--- src/rtl/bcd_pkg.sv ---
// Shared BCD definitions: digit limit, scan FSM states and the nibble decode function.
package bcd_pkg;

    localparam int BCD_MAX = 9;

    typedef enum logic {
        IDLE = 1'b0,
        SCAN = 1'b1
    } state_t;

    typedef struct packed {
        logic [9:0] onehot;
        logic       err;
    } dec_t;

    // Codes above BCD_MAX produce no one-hot bit and flag err instead.
    function automatic dec_t bcd_decode(input logic [3:0] nib);
        dec_t d;
        d.onehot = '0;
        for (int k = 0; k <= BCD_MAX; k++) begin
            d.onehot[k] = (nib == 4'(k));
        end
        d.err = (nib > 4'(BCD_MAX));
        return d;
    endfunction

endpackage

--- src/rtl/bcd_digit_decode.sv ---
// Combinational nibble -> decimal one-hot plus non-BCD flag; zero latency, no flow control.
module bcd_digit_decode
    import bcd_pkg::*;
(
    input  logic [3:0] nib,
    output logic [9:0] onehot,
    output logic       err
);

    dec_t dec;

    always_comb begin
        dec    = bcd_decode(nib);
        onehot = dec.onehot;
        err    = dec.err;
    end

endmodule

--- src/rtl/bcd_scan_decoder.sv ---
// Latches a packed BCD word and emits one decoded digit per beat, LSB nibble first; first beat 1 cycle after accept.
// Beats hold under out_ready low; a one-cycle idle bubble follows the last beat before the next word is taken.
module bcd_scan_decoder
    import bcd_pkg::*;
#(
    parameter  int DIGITS = 4,
    localparam int IDXW   = (DIGITS > 1) ? $clog2(DIGITS) : 1
) (
    input  logic                  clk,
    input  logic                  rst_n,
    input  logic                  in_valid,
    output logic                  in_ready,
    input  logic [4*DIGITS-1:0]   in_bcd,
    output logic                  out_valid,
    input  logic                  out_ready,
    output logic [9:0]            out_onehot,
    output logic [IDXW-1:0]       out_idx,
    output logic                  out_last,
    output logic                  out_err,
    output logic                  out_word_err
);

    state_t                state_q, state_d;
    logic [IDXW-1:0]       idx_q, idx_d;
    logic [4*DIGITS-1:0]   word_q, word_d;

    logic                  scanning;
    logic                  last_beat;
    logic                  accept;
    logic                  beat_done;
    logic [3:0]            cur_nib;
    logic [9:0]            dec_onehot;
    logic                  dec_err;
    logic                  word_err;

    assign scanning  = (state_q == SCAN);
    assign last_beat = (idx_q == IDXW'(DIGITS - 1));
    assign in_ready  = (state_q == IDLE) && rst_n;
    assign accept    = in_valid && in_ready;
    assign beat_done = scanning && out_ready;

    // Explicit compare-select keeps non-power-of-two DIGITS from indexing past the word.
    always_comb begin
        cur_nib = 4'h0;
        for (int i = 0; i < DIGITS; i++) begin
            if (idx_q == IDXW'(i)) begin
                cur_nib = word_q[4*i +: 4];
            end
        end
    end

    always_comb begin
        word_err = 1'b0;
        for (int i = 0; i < DIGITS; i++) begin
            word_err = word_err | (word_q[4*i +: 4] > 4'(BCD_MAX));
        end
    end

    bcd_digit_decode u_dec (
        .nib    (cur_nib),
        .onehot (dec_onehot),
        .err    (dec_err)
    );

    always_comb begin
        state_d = state_q;
        idx_d   = idx_q;
        word_d  = word_q;
        case (state_q)
            IDLE: begin
                if (accept) begin
                    word_d  = in_bcd;
                    idx_d   = '0;
                    state_d = SCAN;
                end
            end
            SCAN: begin
                if (beat_done) begin
                    if (last_beat) begin
                        state_d = IDLE;
                    end else begin
                        idx_d = idx_q + IDXW'(1);
                    end
                end
            end
            default: begin
                state_d = IDLE;
            end
        endcase
    end

    always_ff @(posedge clk or negedge rst_n) begin
        if (!rst_n) begin
            state_q <= IDLE;
            idx_q   <= '0;
            word_q  <= '0;
        end else begin
            state_q <= state_d;
            idx_q   <= idx_d;
            word_q  <= word_d;
        end
    end

    // All beat fields read as zero whenever no beat is presented.
    always_comb begin
        out_valid    = scanning;
        out_onehot   = scanning ? dec_onehot : 10'h000;
        out_idx      = scanning ? idx_q      : '0;
        out_last     = scanning && last_beat;
        out_err      = scanning && dec_err;
        out_word_err = scanning && word_err;
    end

endmodule

--- config.mk ---
export PLATFORM = sky130hd
export DESIGN_NAME = bcd_scan_decoder
export DESIGN_NICKNAME = d
export VERILOG_FILES = /design/src/rtl/bcd_pkg.sv /design/src/rtl/bcd_digit_decode.sv /design/src/rtl/bcd_scan_decoder.sv
export SDC_FILE = /design/constraint.sdc
export NUM_CORES = 1
export LEC_CHECK = 0
export BUFFER_PORTS_ARGS = -buffer_cell sky130_fd_sc_hd__buf_2
export CAP_MARGIN = 20
export CORE_UTILIZATION = 51
export DETAILED_ROUTE_END_ITERATION = 7
export PLACE_DENSITY = 0.79
export SLEW_MARGIN = 15
export SYNTH_ARGS = -nofsm -noshare
export SYNTH_HDL_FRONTEND = slang
export SYNTH_HIERARCHICAL = 1
export SYNTH_SLANG_ARGS = --single-unit
--- constraint.sdc ---
create_clock -name clk -period 2.3 [get_ports clk]
set_input_delay 0.115 -clock clk [delete_from_list [all_inputs] [get_ports clk]]
set_output_delay 0.115 -clock clk [all_outputs]
set_load 0.02 [all_outputs]
* Yosys cells after proc, flatten, opt, wreduce, memory -nomap -nowiden
Index checks and enable logic that the tools add are counted.
** Word-level totals
- Register bits after elaboration :: 19
- Input port bits :: 20
- Output and inout bits :: 17
- Logic and storage cells :: 52
** Operators by class
- $add $sub $neg :: 1
- Magnitude comparators :: 5
- Equal/unequal tests :: 15
- Mux-type cells :: 14
- Bitwise logic cells :: 4
- Reductions and logical operators :: 10
** Operators by type and width (count)
- 4-bit greater-than comparator, second input constant :: 5
- 4-bit by 3-bit == test with 1-bit output, second input constant :: 4
- 4-bit two-way mux :: 4
- 10-bit two-way mux :: 1
- 4-bit by 2-bit == test with 1-bit output, second input constant :: 2
- 4-bit == test, second input constant :: 2
- 2-bit two-way mux :: 4
- 1-bit logical AND :: 6
- 2-bit == test, second input constant :: 2
- 4-bit by 1-bit == test with 1-bit output, second input constant :: 1
- 4-bit zero test :: 1
- 2-bit inequality test, second input constant :: 2
- 2-bit one-hot mux with 2 select lines :: 1
- 1-bit two-way mux :: 3
- 1-bit bitwise OR :: 3
- 3-bit AND reduction :: 1
- 2-bit by 1-bit adder with 2-bit output, second input constant :: 1
- 2-bit by 1-bit == test with 1-bit output, second input constant :: 1
- 2-bit zero test :: 1
- 2-bit by 1-bit inequality test with 1-bit output, second input constant :: 1
- 1-bit one-hot mux with 2 select lines :: 1
- 2-bit AND reduction :: 1
- 1-bit NOT :: 1

* Logic depth before layout (Yosys ltp)
Gate-level depths: netlist of run 1.
- Word-level depth :: 7
- Depth in mapped cells :: 8
- Gate-level depth less buffers :: 7

* Cells and area by module
Netlist of run 1, hierarchy kept.
** By module, submodules not included
- bcd_scan_decoder :: times used 1, cells each 95, area each 1094.8 um2, seq. area each 475.5 um2
- bcd_digit_decode :: times used 1, cells each 15, area each 183.9 um2, seq. area each 0.0 um2

* Least setup slack after synthesis of run 1
OpenSTA, ideal clock, no wires.
- Kind :: register to output
- Start point :: reg idx_q[1]
- End point :: out out_onehot[3]
- Arrival time :: 1949 ps
- Required time :: 2185 ps
- Slack :: 236 ps
- Stages on the path, launching flop included :: 9
- Path buffers :: 1
- Cells stage by stage :: dfrtp_1 -> inv_1 -> ha_1 -> nor2b_1 -> a221oi_1 -> o31ai_1 -> buf_6 -> nor4bb_4 -> and2_1
** On the way
- Cells in the longest elaborated chain, start to end :: 7
- Elaborated cells between the ends (all ways) :: 10
- Classes of those cells :: eq/ne (4); mux (5); reduce/logical (1)
** RTL lines
- start: declaration :: line bcd_scan_decoder.sv:24 : logic [IDXW-1:0] idx_q, idx_d;
- start signal: assignment :: line bcd_scan_decoder.sv:99 : idx_q <= idx_d;
- 2-bit zero test :: line bcd_scan_decoder.sv:46 : if (idx_q == IDXW'(i)) begin
- 4-bit two-way mux (3 in series) :: line bcd_scan_decoder.sv:46
- 4-bit two-way mux * :: line bcd_scan_decoder.sv:46
- net cur_nib[1] :: line bcd_scan_decoder.sv:31 : logic [3:0] cur_nib;
- 4-bit by 2-bit == test with 1-bit output * :: line bcd_pkg.sv:21 : d.onehot[k] = (nib == 4'(k));
- net dec_onehot[3] :: line bcd_scan_decoder.sv:32 : logic [9:0] dec_onehot;
- 10-bit two-way mux * :: line bcd_scan_decoder.sv:107 : out_onehot = scanning ? dec_onehot : 10'h000;
- end: declaration :: line bcd_scan_decoder.sv:16 : output logic [9:0] out_onehot,
Mark *: on every way through the listed nets, which the timed path passes. The rest lies on a longest branch.

* Worst setup path in the final report of run 1
- Start point :: reg idx_q[0]
- End point :: out out_onehot[1]
** On the way
- Cells in the longest elaborated chain, start to end :: 7
- Elaborated cells between the ends (all ways) :: 10
- Classes of those cells :: eq/ne (4); mux (5); reduce/logical (1)
** RTL lines (line)
- 2-bit zero test :: bcd_scan_decoder.sv:46
- 4-bit two-way mux (3 in series) :: bcd_scan_decoder.sv:46
- 4-bit two-way mux * :: bcd_scan_decoder.sv:46
- net cur_nib[3] :: bcd_scan_decoder.sv:31
- 4-bit by 1-bit == test with 1-bit output * :: bcd_pkg.sv:21
- net dec_onehot[1] :: bcd_scan_decoder.sv:32
- 10-bit two-way mux * :: bcd_scan_decoder.sv:107
Marks and branches as above.

==> results of run 1 <==
[synthesized netlist by cell type, drive strengths merged (2+ instances only)]
master,count
a21oi,3
a221oi,3
a22o,2
and2,13
and4bb,3
buf,5
clkbuf,2
dfrtp,19
ha,4
inv,4
mux2,16
nand2,6
nor2,2
nor2b,4
nor4b,4
o21ai,7
o31ai,3
[flip-flops by register name, summed over array words and instances (netlist names)]
name	flops
word_q	16
out_valid	1
idx_q	2
[layout by cell type (no fill, tap or decap), drive strengths merged]
| cell type | netlist | routed |
|---|---|---|
| and4b | 1 | 1 |
| nor2b | 4 | 4 |
| and4bb | 3 | 3 |
| o21ai | 7 | 7 |
| o21a | 1 | 1 |
| nor4b | 4 | 4 |
| a21boi | 1 | 1 |
| o2bb2ai | 1 | 1 |
| and2b | 1 | 1 |
| a41oi | 1 | 1 |
| nor4bb | 1 | 1 |
| nor4 | 1 | 1 |
| dfrtp | 19 | 19 |
| a221oi | 3 | 3 |
| o31ai | 3 | 3 |
| and2 | 13 | 13 |
| dlygate4sd3 | 0 | 1 |
| mux2 | 16 | 16 |
| a21oi | 3 | 3 |
| nand2 | 6 | 6 |
| clkbuf | 2 | 4 |
| nor2 | 2 | 2 |
| ha | 4 | 4 |
| nor3b | 1 | 1 |
| buf | 5 | 51 |
| a22o | 2 | 3 |
| inv | 4 | 4 |
| nand3b | 1 | 1 |
[path summary, 6_finish.rpt]
kind	slack [ns]	end	startpoint
worst max-delay path	-0.09	out_onehot[1]	idx_q[0]$_DFFE_PN0P_
worst min-delay path	0.03	word_q[14]$_DFFE_PN0P_	in_bcd[14]
worst max register to register	0.67	idx_q[1]$_DFFE_PN0P_	out_valid$_DFF_PN0_
worst min register to register	0.53	word_q[0]$_DFFE_PN0P_	word_q[0]$_DFFE_PN0P_
max in group asynchronous	1.71	idx_q[0]$_DFFE_PN0P_	rst_n
min in group asynchronous	0.37	word_q[10]$_DFFE_PN0P_	rst_n
[worst max-delay path: cells and delay by family, from the launching register on]
| kind | cells | cell delay, ns |
|---|---|---|
| simple gates | 3 | 0.60 |
| compound gates | 2 | 0.39 |
| buf+inv | 3 | 0.38 |
| flops | 1 | 0.45 |
| fa+ha+maj | 1 | 0.16 |
[power by group through the flow]
stage / registers, uW / logic [uW] / clock network [uW]
6_report: 712 / 2390 / 172
3_5_place_dp: 681 / 1500 / 0
5_1_grt: 735 / 2510 / 192
4_1_cts: 692 / 1900 / 172
3_3_place_gp: 669 / 1450 / 0
2_1_floorplan: 619 / 1250 / 0
[area by class of cell]
| class | instances | area [um^2] |
|---|---|---|
| multi-input cells | 81 | 918 |
| flip-flops and latches | 19 | 477 |
| fillers | 147 | 452 |
| repair buffers | 52 | 372 |
| well taps | 28 | 35.0 |
| clock buffers | 4 | 26.3 |
| inverters | 4 | 17.5 |
[metrics by stage]
stage | util, % | hold slack [ns] | setup TNS (ns) | setup WS, ns | instance area, um^2
after floorplan | - | -0.181 | 0 | 0.236 | 1280
after global placement | 64.0 | 0.169 | 0 | 0.179 | 1470
after detailed placement | 64.0 | 0.174 | 0 | 0.0769 | 1470
after CTS | 74.1 | 0.0311 | -0.0221 | -0.00890 | 1700
after global routing | 80.3 | 0.0241 | -1.75 | -0.204 | 1850
final | 80.3 | 0.0300 | -0.614 | -0.0949 | 1850
[cells by family after synthesis]
| group | Yosys count | synth area share (%) |
|---|---|---|
| buffers and inverters | 11 | 5.38 |
| flip-flops | 19 | 37.2 |
| multiplexers | 16 | 16.7 |
| AO/OA/AOI/OAI | 22 | 11.7 |
| adder cells (fa/ha/maj) | 4 | 3.91 |
| AND/OR/NAND/NOR | 38 | 25.0 |
[per-layer routing]
layer	up-vias	GRT usage, %
met5	-	0
met4	0	11.7
met3	12	3.22
met2	38	43.8
met1	535	29.9
li1	506	-
[timing repair]
action                     in CTS  in global routing
pin swaps                       5                  5
hold buffers                    1                  0
setup endpoints to repair      11                 11
buffers inserted                4                  4
hold endpoints to repair       19                  0
cloned                          3                  1
gates resized for setup        40                 29
==> flow_metrics.py, run 1 <==
metrics = {
    "drt": {
        "wl_met2_mm": 1.85,
        "num_vias": 1091,
        "route.met3.wl_um": 129,
        "route.detailed.drc": 0,
        "drtIter0Drc": 16,
        "firstDrtPassIters": 4,
        "ant_nets": 0,
        "viasPerCell": 5.80,
        "top_layer_used": "met4",
        "postRouteWirelength_mm": 3.46,
        "met1_length_mm": 1.37,
        "wl_per_cell_um": 18.4,
    },
    "cells_and_area": {
        "area_growth_pct": 44.3,
        "drive_gt1_share_pct": 66.3,
        "nNetsFinal": 185,
        "stdcell_count": 188,
        "antenna_cells": 0,
    },
    "synth": {
        "synth-seq-area-share_pct": 37.2,
        "synth_warnings": 6,
        "yosysUniqueCellTypes": 33,
        "synth.top_cell.area_share_pct": 37.2,
        "synth-seq-cells": 19,
        "async_flop_share_pct": 100,
        "yosys.area.top_type": "dfrtp_1",
        "synth.area.top_cells": "dfrtp_1 (37%), mux2_4 (11%), mux2_2 (6.2%)",
        "synth_edf_count": 0,
        "syn_avg_cell_area_um2": 11.6,
        "synth_nets": 134,
        "synthFlopType": "dfrtp_1",
        "synth_area_mm2": 0.00128,
        "syn_inst": 110,
    },
    "placement": {
        "dp_hpwl_mm": 1.91,
        "port_buffers": 36,
        "placedCellCount": 171,
        "globalplace.congestion": 0.816,
    },
    "run_status": {
        "violations": "negative setup slack",
        "status": "finished with violations",
    },
    "power_and_ir_drop": {
        "p_sw_share_pct": 44.0,
        "combPwrFrac_pct": 73.0,
        "seq_power_share_pct": 21.8,
        "p_int_uw": 1830,
        "leakage_uw": 0.000871,
        "p_sw_uw": 1440,
        "design_power_total_uw": 3270,
        "power_density_mw_per_mm2": 1770,
        "p_clk_share_pct": 5.2,
        "peakVddDrop_mv": 1.24,
    },
    "worst_setup_path": {
        "critical_path.endpoint_type": "output port",
        "crit_type": "reg -> out",
        "required_ns": 2.18,
        "cpMaxStageDelayCell": "dfrtp_2",
        "critPathLaunchType": "flop",
        "crit_chain": "inv_4 > ha_4 > nor2b_4 > a221oi_2 > o31ai_2 > buf_4 > nor4b_2 > and2_1 > buf_6",
        "path_max_fanout": 5,
        "critPathMaxStageDelay_ns": 0.45,
        "worstPathArrival_ns": 2.28,
        "reg2reg_depth": 3,
    },
    "timing": {
        "relSlewSlack_pct": 69.5,
        "fmax_mhz": 418,
        "worst-slew-pin-transition_ns": 0.458,
        "hold_violations": 0,
        "finClkSkew_ns": 0.00235,
        "finalCritPeriodShare_pct": 104,
        "rsz0062_at_grt": "true",
        "setup_viol": 11,
        "slew_violations": 0,
        "min_period_ns": 2.39,
        "setup_ws_ns": -0.0949,
    },
    "hold_path": {
        "min_path_cells": 2,
        "hold_class": "in -> reg",
    },
    "die": {
        "num_io_pins": 37,
        "fp.dieW_um": 52.1,
        "die_h_um": 52.1,
        "core-area_mm2": 0.00230,
        "die_area_mm2": 0.00271,
        "rows": 17,
        "start_util_pct": 55.7,
    },
    "global_route": {
        "antenna_found_initial": 0,
        "grt_pass1_vias": 1028,
        "grt_overflow": 0,
        "grt_pass1_wl_mm": 4.80,
        "track_usage_pct": 25.0,
        "grt_start_max_net_pins": 21,
    },
    "clock_tree": {
        "path_clk_slew_ns": 0.10,
        "cts_buffers": 3,
        "cts_tree": "yes",
        "worst_skew_pair.late_latency_ns": 0.30,
        "clock-sinks": 19,
        "root_buffer": "clkbuf_4",
        "cts_max_path_buffers": 2,
        "ctsHtreeMaxLevel": 1,
    },
    "run": {
        "max-cap-violations": 0,
    },
}
No activity file was read; power rests on OpenSTA's default activity.
==> run 2: changes to the inputs <==
--- a/config.mk
+++ b/config.mk
@@ -10,7 +10,8 @@
 export CORE_UTILIZATION = 51
 export DETAILED_ROUTE_END_ITERATION = 7
 export PLACE_DENSITY = 0.79
-export SLEW_MARGIN = 15
+export SETUP_SLACK_MARGIN = 0.2
+export SLEW_MARGIN = 20
 export SYNTH_ARGS = -nofsm -noshare
 export SYNTH_HDL_FRONTEND = slang
 export SYNTH_HIERARCHICAL = 1
==> run 2 against run 1 <==
Against the previous run: the flow still finishes with violations (negative setup slack); first-iteration DRC count decreased by 38%; clock skew increased by 0.0015 ns; total power decreased by 2.3%; non-clock buffer count decreased by 1; highest routed layer unchanged.
==> flow_metrics.py, run 2 (synthesized netlist as in run 1, its figures left out) <==
metrics = {
    "run_status": {
        "violations": "negative setup slack",
        "status": "finished with violations",
    },
    "drt": {
        "postRouteWirelength_mm": 3.24,
        "drtIter0Drc": 10,
        "ant_nets": 0,
        "viasPerCell": 6.06,
        "route.detailed.drc": 0,
        "firstDrtPassIters": 4,
        "wl_per_cell_um": 17.3,
        "num_vias": 1134,
    },
    "worst_setup_path": {
        "r2r_end": "idx_q[1]$_DFFE_PN0P_",
        "reg2reg_depth": 3,
        "critical_path.endpoint_type": "output port",
        "path_max_fanout": 8,
        "critPathLaunchType": "flop",
        "required_ns": 2.18,
        "r2r_start": "out_valid$_DFF_PN0_",
        "crit_type": "reg -> out",
        "worstPathArrival_ns": 2.24,
        "r2r_slack_ns": 0.66,
    },
    "global_route": {
        "grt_overflow": 0,
        "antenna_found_initial": 0,
        "grt_start_max_net_pins": 21,
        "grt_pass1_vias": 1077,
        "grt_pass1_wl_mm": 5.03,
        "track_usage_pct": 26.2,
    },
    "die": {
        "die_h_um": 52.1,
        "die_area_mm2": 0.00271,
        "num_io_pins": 37,
        "rows": 17,
        "fp.dieW_um": 52.1,
        "start_util_pct": 55.7,
        "core-area_mm2": 0.00230,
    },
    "hold_path": {
        "hold_end": "word_q[14]$_DFFE_PN0P_",
        "min_path_cells": 2,
        "hold_class": "in -> reg",
        "min-delay-start": "in_bcd[14]",
    },
    "cells_and_area": {
        "stdcell_count": 187,
        "regMostFlops": "word_q",
        "final_cell_mix": "buf_2 (25), dfrtp_1 (18), buf_6 (13)",
        "final_cell_area_mm2": 0.00183,
        "drive_gt1_share_pct": 63.5,
        "largest_register_ffs": 16,
        "nNetsFinal": 184,
        "area_growth_pct": 43.0,
        "layout.cells.most_common": "buf_2",
        "antenna_cells": 0,
    },
    "power_and_ir_drop": {
        "peakVddDrop_mv": 1.35,
        "power_density_mw_per_mm2": 1750,
        "leakage_uw": 0.000861,
    },
    "timing": {
        "setup_viol": 9,
        "worst-slew-pin-transition_ns": 0.462,
        "finalCritPeriodShare_pct": 102,
        "fmax_mhz": 425,
        "slew_violations": 0,
        "min_period_ns": 2.35,
        "rsz0062_at_grt": "true",
        "relSlewSlack_pct": 69.2,
        "hold_violations": 0,
        "holdWs_ns": 0.0371,
        "setup_ws_ns": -0.0549,
        "finClkSkew_ns": 0.00383,
    },
    "clock_tree": {
        "cts_buffers": 3,
        "root_buffer": "clkbuf_4",
        "worst_skew_pair.late_latency_ns": 0.30,
        "path_clk_slew_ns": 0.10,
        "clock-sinks": 19,
        "cts_max_path_buffers": 2,
        "cts_tree": "yes",
        "ctsHtreeMaxLevel": 1,
    },
    "placement": {
        "placedCellCount": 171,
        "dp_hpwl_mm": 1.91,
        "globalplace.congestion": 0.816,
        "port_buffers": 36,
        "placed_area_mm2": 0.00147,
    },
    "run": {
        "max-cap-violations": 0,
    },
}
[run 2: cell count changes in the layout (fill, tap and decap cells not counted)]
cell	change
a22o_2	+1
and2_4	-2
a22o_4	-1
and2_1	+3
and2_2	-1
buf_4	-3
o21ai_1	+1
buf_6	+2
o21ai_2	-1
[run 2: timing repair]
item,in CTS,in global routing
endpoints found under the hold margin,19,0
buffers inserted,5,2
setup endpoints to repair,11,11
pin swaps,12,4
gates resized for setup,60,6
cloned,3,1
hold buffers,1,0
[run 2: final cells by class]
class                      count  area [um^2]
sequential                    19          477
tap                           28         35.0
timing repair buffer          51          372
inverter                       4         17.5
clock buffer                   4         26.3
multi-input combinational     81          901
fill                         143          469
[run 2: worst max-delay path by stage]
stage                         end            startpoint  slack, ns  cells past startpoint
finish              out_onehot[2]  idx_q[1]$_DFFE_PN0P_      -0.05                      8
global route        out_onehot[2]  idx_q[1]$_DFFE_PN0P_      -0.18                      8
CTS                 out_onehot[3]  idx_q[0]$_DFFE_PN0P_     -0.008                      9
detailed placement  out_onehot[3]  idx_q[1]$_DFFE_PN0P_       0.08                      9
global placement    out_onehot[3]  idx_q[0]$_DFFE_PN0P_       0.18                      9
floorplan           out_onehot[3]  idx_q[1]$_DFFE_PN0P_       0.24                      8
[run 2: metal layers]
metal	vias to the layer above	wire length, um	track usage, %
li1	508	-	-
met1	541	1270	30.5
met2	66	1630	44.0
met3	19	168	4.09
met4	0	170	17.6
met5	-	0	0
[run 2: worst max-delay path: stages, from the launching register on]
cell and delay, ns:
dfrtp_1 0.40, buf_4 0.17, ha_4 0.20, a21oi_2 0.12, o21ai_1 0.12, a22o_2 0.34, nor4b_4 0.30, and2_4 0.18
buf_6 0.11
[run 2: power by group]
group          leakage, uW  switching [uW]  internal [uW]
combinational     0.000621            1080           1230
clock            0.0000150            99.9           67.6
sequential        0.000225             208            504
total             0.000861            1390           1800
[run 2: through the flow]
step,util [%],total power [uW],TNS [ns],worst slack (ns)
6_report,79.6,3190,-0.245,-0.0549
5_1_grt,79.6,3370,-1.47,-0.176
4_1_cts,77.3,2950,-0.0267,-0.00756
3_5_place_dp,64.0,2180,0,0.0769
3_3_place_gp,64.0,2120,0,0.179
2_1_floorplan,-,1870,0,0.236
==> run 3: changes to the inputs <==
--- a/config.mk
+++ b/config.mk
@@ -7,12 +7,11 @@
 export LEC_CHECK = 0
 export BUFFER_PORTS_ARGS = -buffer_cell sky130_fd_sc_hd__buf_2
 export CAP_MARGIN = 20
-export CORE_UTILIZATION = 51
+export CORE_UTILIZATION = 50
 export DETAILED_ROUTE_END_ITERATION = 7
 export PLACE_DENSITY = 0.79
 export SETUP_SLACK_MARGIN = 0.2
 export SLEW_MARGIN = 20
 export SYNTH_ARGS = -nofsm -noshare
 export SYNTH_HDL_FRONTEND = slang
-export SYNTH_HIERARCHICAL = 1
 export SYNTH_SLANG_ARGS = --single-unit
==> run 3 against run 2 <==
Against the previous run: the run still ends with negative setup slack left; die area shrank 7.0%; area after synthesis is 9.1% lower; register-to-register slack improved by 0.12 ns; first-iteration DRC count rose to 2.5 times the previous value.
==> flow_metrics.py, run 3 <==
metrics = {
    "synth": {
        "synth-seq-area-share_pct": 40.9,
        "synthFlopType": "dfrtp_1",
        "synth_area_mm2": 0.00116,
        "yosysUniqueCellTypes": 33,
        "synthTopCellsByCount": "dfrtp_1 (19), mux2_2 (13), nand2_1 (6)",
        "yosys.area.top_type": "dfrtp_1",
        "async_flop_share_pct": 100,
        "syn_avg_cell_area_um2": 11.4,
        "synth_nets": 126,
        "synth_edf_count": 0,
        "synth-seq-cells": 19,
        "synth.area.top_cells": "dfrtp_1 (41%), mux2_2 (13%), a221oi_2 (5.2%)",
        "synth_warnings": 0,
        "synth.most_common_cell": "dfrtp_1",
        "synth.top_cell.area_share_pct": 40.9,
        "syn_inst": 102,
    },
    "global_route": {
        "grt_pass1_wl_mm": 4.61,
        "grt_start_max_net_pins": 20,
        "antenna_found_initial": 0,
        "grt_pass1_vias": 980,
        "grt_overflow": 0,
        "track_usage_pct": 25.1,
    },
    "worst_setup_path": {
        "worstPathArrival_ns": 2.28,
        "required_ns": 2.18,
        "cpMaxStageDelayCell": "dfrtp_2",
        "reg2reg_depth": 3,
        "critPathMaxStageDelay_ns": 0.48,
        "critPathLaunchType": "flop",
        "r2r_start": "out_valid$_DFF_PN0_",
        "critical_path_depth": 7,
        "r2r_slack_ns": 0.78,
        "endpoint": "out_onehot[3]",
        "cp_num_buf_inv": 2,
        "critical-path-top-delay-family": "compound AO/OA/AOI/OAI gates",
        "crit_path_start": "idx_q[0]$_DFFE_PN0P_",
        "r2r_end": "word_q[13]$_DFFE_PN0P_",
        "crit_type": "reg -> out",
        "crit_chain": "buf_12 > ha_4 > nand3b_1 > a221oi_4 > o221ai_4 > nor3b_2 > buf_4",
        "path_max_fanout": 4,
        "critical_path.endpoint_type": "output port",
    },
    "timing": {
        "setup_viol": 4,
        "fmax_mhz": 418,
        "hold_violations": 0,
        "relSlewSlack_pct": 70.9,
        "worst-slew-pin-transition_ns": 0.437,
        "finalCritPeriodShare_pct": 104,
        "holdWs_ns": 0.0245,
        "tns_ns": -0.197,
        "finClkSkew_ns": 0.00952,
        "slew_violations": 0,
        "min_period_ns": 2.39,
        "rsz0062_at_grt": "true",
        "setup_ws_ns": -0.0925,
    },
    "die": {
        "rows": 17,
        "die_area_mm2": 0.00252,
        "die_h_um": 50.2,
        "start_util_pct": 53.1,
        "fp.dieW_um": 50.2,
        "num_io_pins": 37,
        "core-area_mm2": 0.00219,
    },
    "drt": {
        "drtIter0Drc": 25,
        "postRouteWirelength_mm": 3.09,
        "route.detailed.drc": 0,
        "num_vias": 998,
        "wl_per_cell_um": 17.5,
        "ant_nets": 0,
        "viasPerCell": 5.67,
        "firstDrtPassIters": 4,
    },
    "cells_and_area": {
        "layout.cells.most_common": "buf_2",
        "stdcell_count": 176,
        "nNetsFinal": 173,
        "largest_register_ffs": 16,
        "antenna_cells": 0,
        "drive_gt1_share_pct": 66.2,
        "regMostFlops": "word_q",
        "area_growth_pct": 45.6,
        "final_cell_mix": "buf_2 (26), buf_4 (18), dfrtp_1 (17)",
        "n_fill_cell": 138,
    },
    "clock_tree": {
        "clock-sinks": 19,
        "cts_max_path_buffers": 2,
        "root_buffer": "clkbuf_4",
        "cts_tree": "yes",
        "path_clk_slew_ns": 0.10,
        "ctsHtreeMaxLevel": 1,
        "worst_skew_pair.late_latency_ns": 0.30,
        "cts_buffers": 3,
    },
    "power_and_ir_drop": {
        "leakage_uw": 0.000727,
        "design_power_total_uw": 2950,
        "power_density_mw_per_mm2": 1740,
        "peakVddDrop_mv": 1.03,
    },
    "run_status": {
        "status": "finished with violations",
        "violations": "negative setup slack",
    },
    "run": {
        "max-cap-violations": 0,
    },
    "placement": {
        "pre_cts_ws_ns": 0.152,
        "dp_hpwl_mm": 2.00,
        "globalplace.congestion": 0.814,
        "placedCellCount": 162,
        "port_buffers": 36,
    },
    "hold_path": {
        "hold_class": "in -> reg",
        "min_path_cells": 2,
    },
}
[run 3: cell types whose count changed after synthesis, sizes merged, moves of 3 or more]
| cell | before | now |
|---|---|---|
| and2 | 13 | 1 |
| o22ai | 0 | 5 |
| nor4b | 4 | 0 |
| and4bb | 3 | 0 |
| nor2 | 2 | 5 |
| nor3b | 1 | 4 |
| o31ai | 3 | 0 |
| or2 | 0 | 3 |
[run 3: per-stage QoR]
stage          area, um^2  utilization [%]
2_1_floorplan        1170                -
3_3_place_gp         1360             62.1
3_5_place_dp         1360             62.1
4_1_cts              1640             74.9
5_1_grt              1690             77.3
6_report             1690             77.3
[run 3: metal layers]
metal | track usage (%) | share of wire [%]
met1 | 28.7 | 40
met4 | 11.9 | 1.7
met5 | 0 | 0
met3 | 3.03 | 4.2
met2 | 45.8 | 54
[run 3: worst min path at each step]
| stage | from | to | slack (ns) |
|---|---|---|---|
| after floorplan | rst_n | idx_q[0]$_DFFE_PN0P_ | -0.18 |
| after global placement | rst_n | word_q[5]$_DFFE_PN0P_ | 0.12 |
| after detailed placement | rst_n | word_q[6]$_DFFE_PN0P_ | 0.14 |
| after CTS | in_bcd[12] | word_q[12]$_DFFE_PN0P_ | 0.01 |
| after global routing | in_bcd[14] | word_q[14]$_DFFE_PN0P_ | 0.01 |
| final | in_bcd[12] | word_q[12]$_DFFE_PN0P_ | 0.02 |
[run 3: layout make-up]
type,instances,area [um^2],area share [%]
sequential,19,478,28.2
tap,28,35.0,2.07
clock inverter,1,5.00,0.296
multi-input combinational,72,812,48.0
inverter,6,25.0,1.48
clock buffer,3,22.5,1.33
timing repair buffer,47,315,18.6
[run 3: power breakdown]
part	internal (uW)	switching [uW]
combinational	991	1050
clock	64.8	105
sequential	505	231
total	1560	1380
[run 3: cells by family after synthesis]
| group | synth area share (%) |
|---|---|
| AO/OA/AOI/OAI | 18.4 |
| adder cells (fa/ha/maj) | 4.31 |
| buffers and inverters | 4.63 |
| flip-flops | 40.9 |
| multiplexers | 15.5 |
| AND/OR/NAND/NOR | 16.3 |
[run 3: what timing repair did]
action,CTS,global route
hold buffers,1,0
pin swaps,13,8
endpoints found under the setup margin,11,11
gates resized for setup,34,6
buffers inserted,7,2
endpoints found under the hold margin,19,0
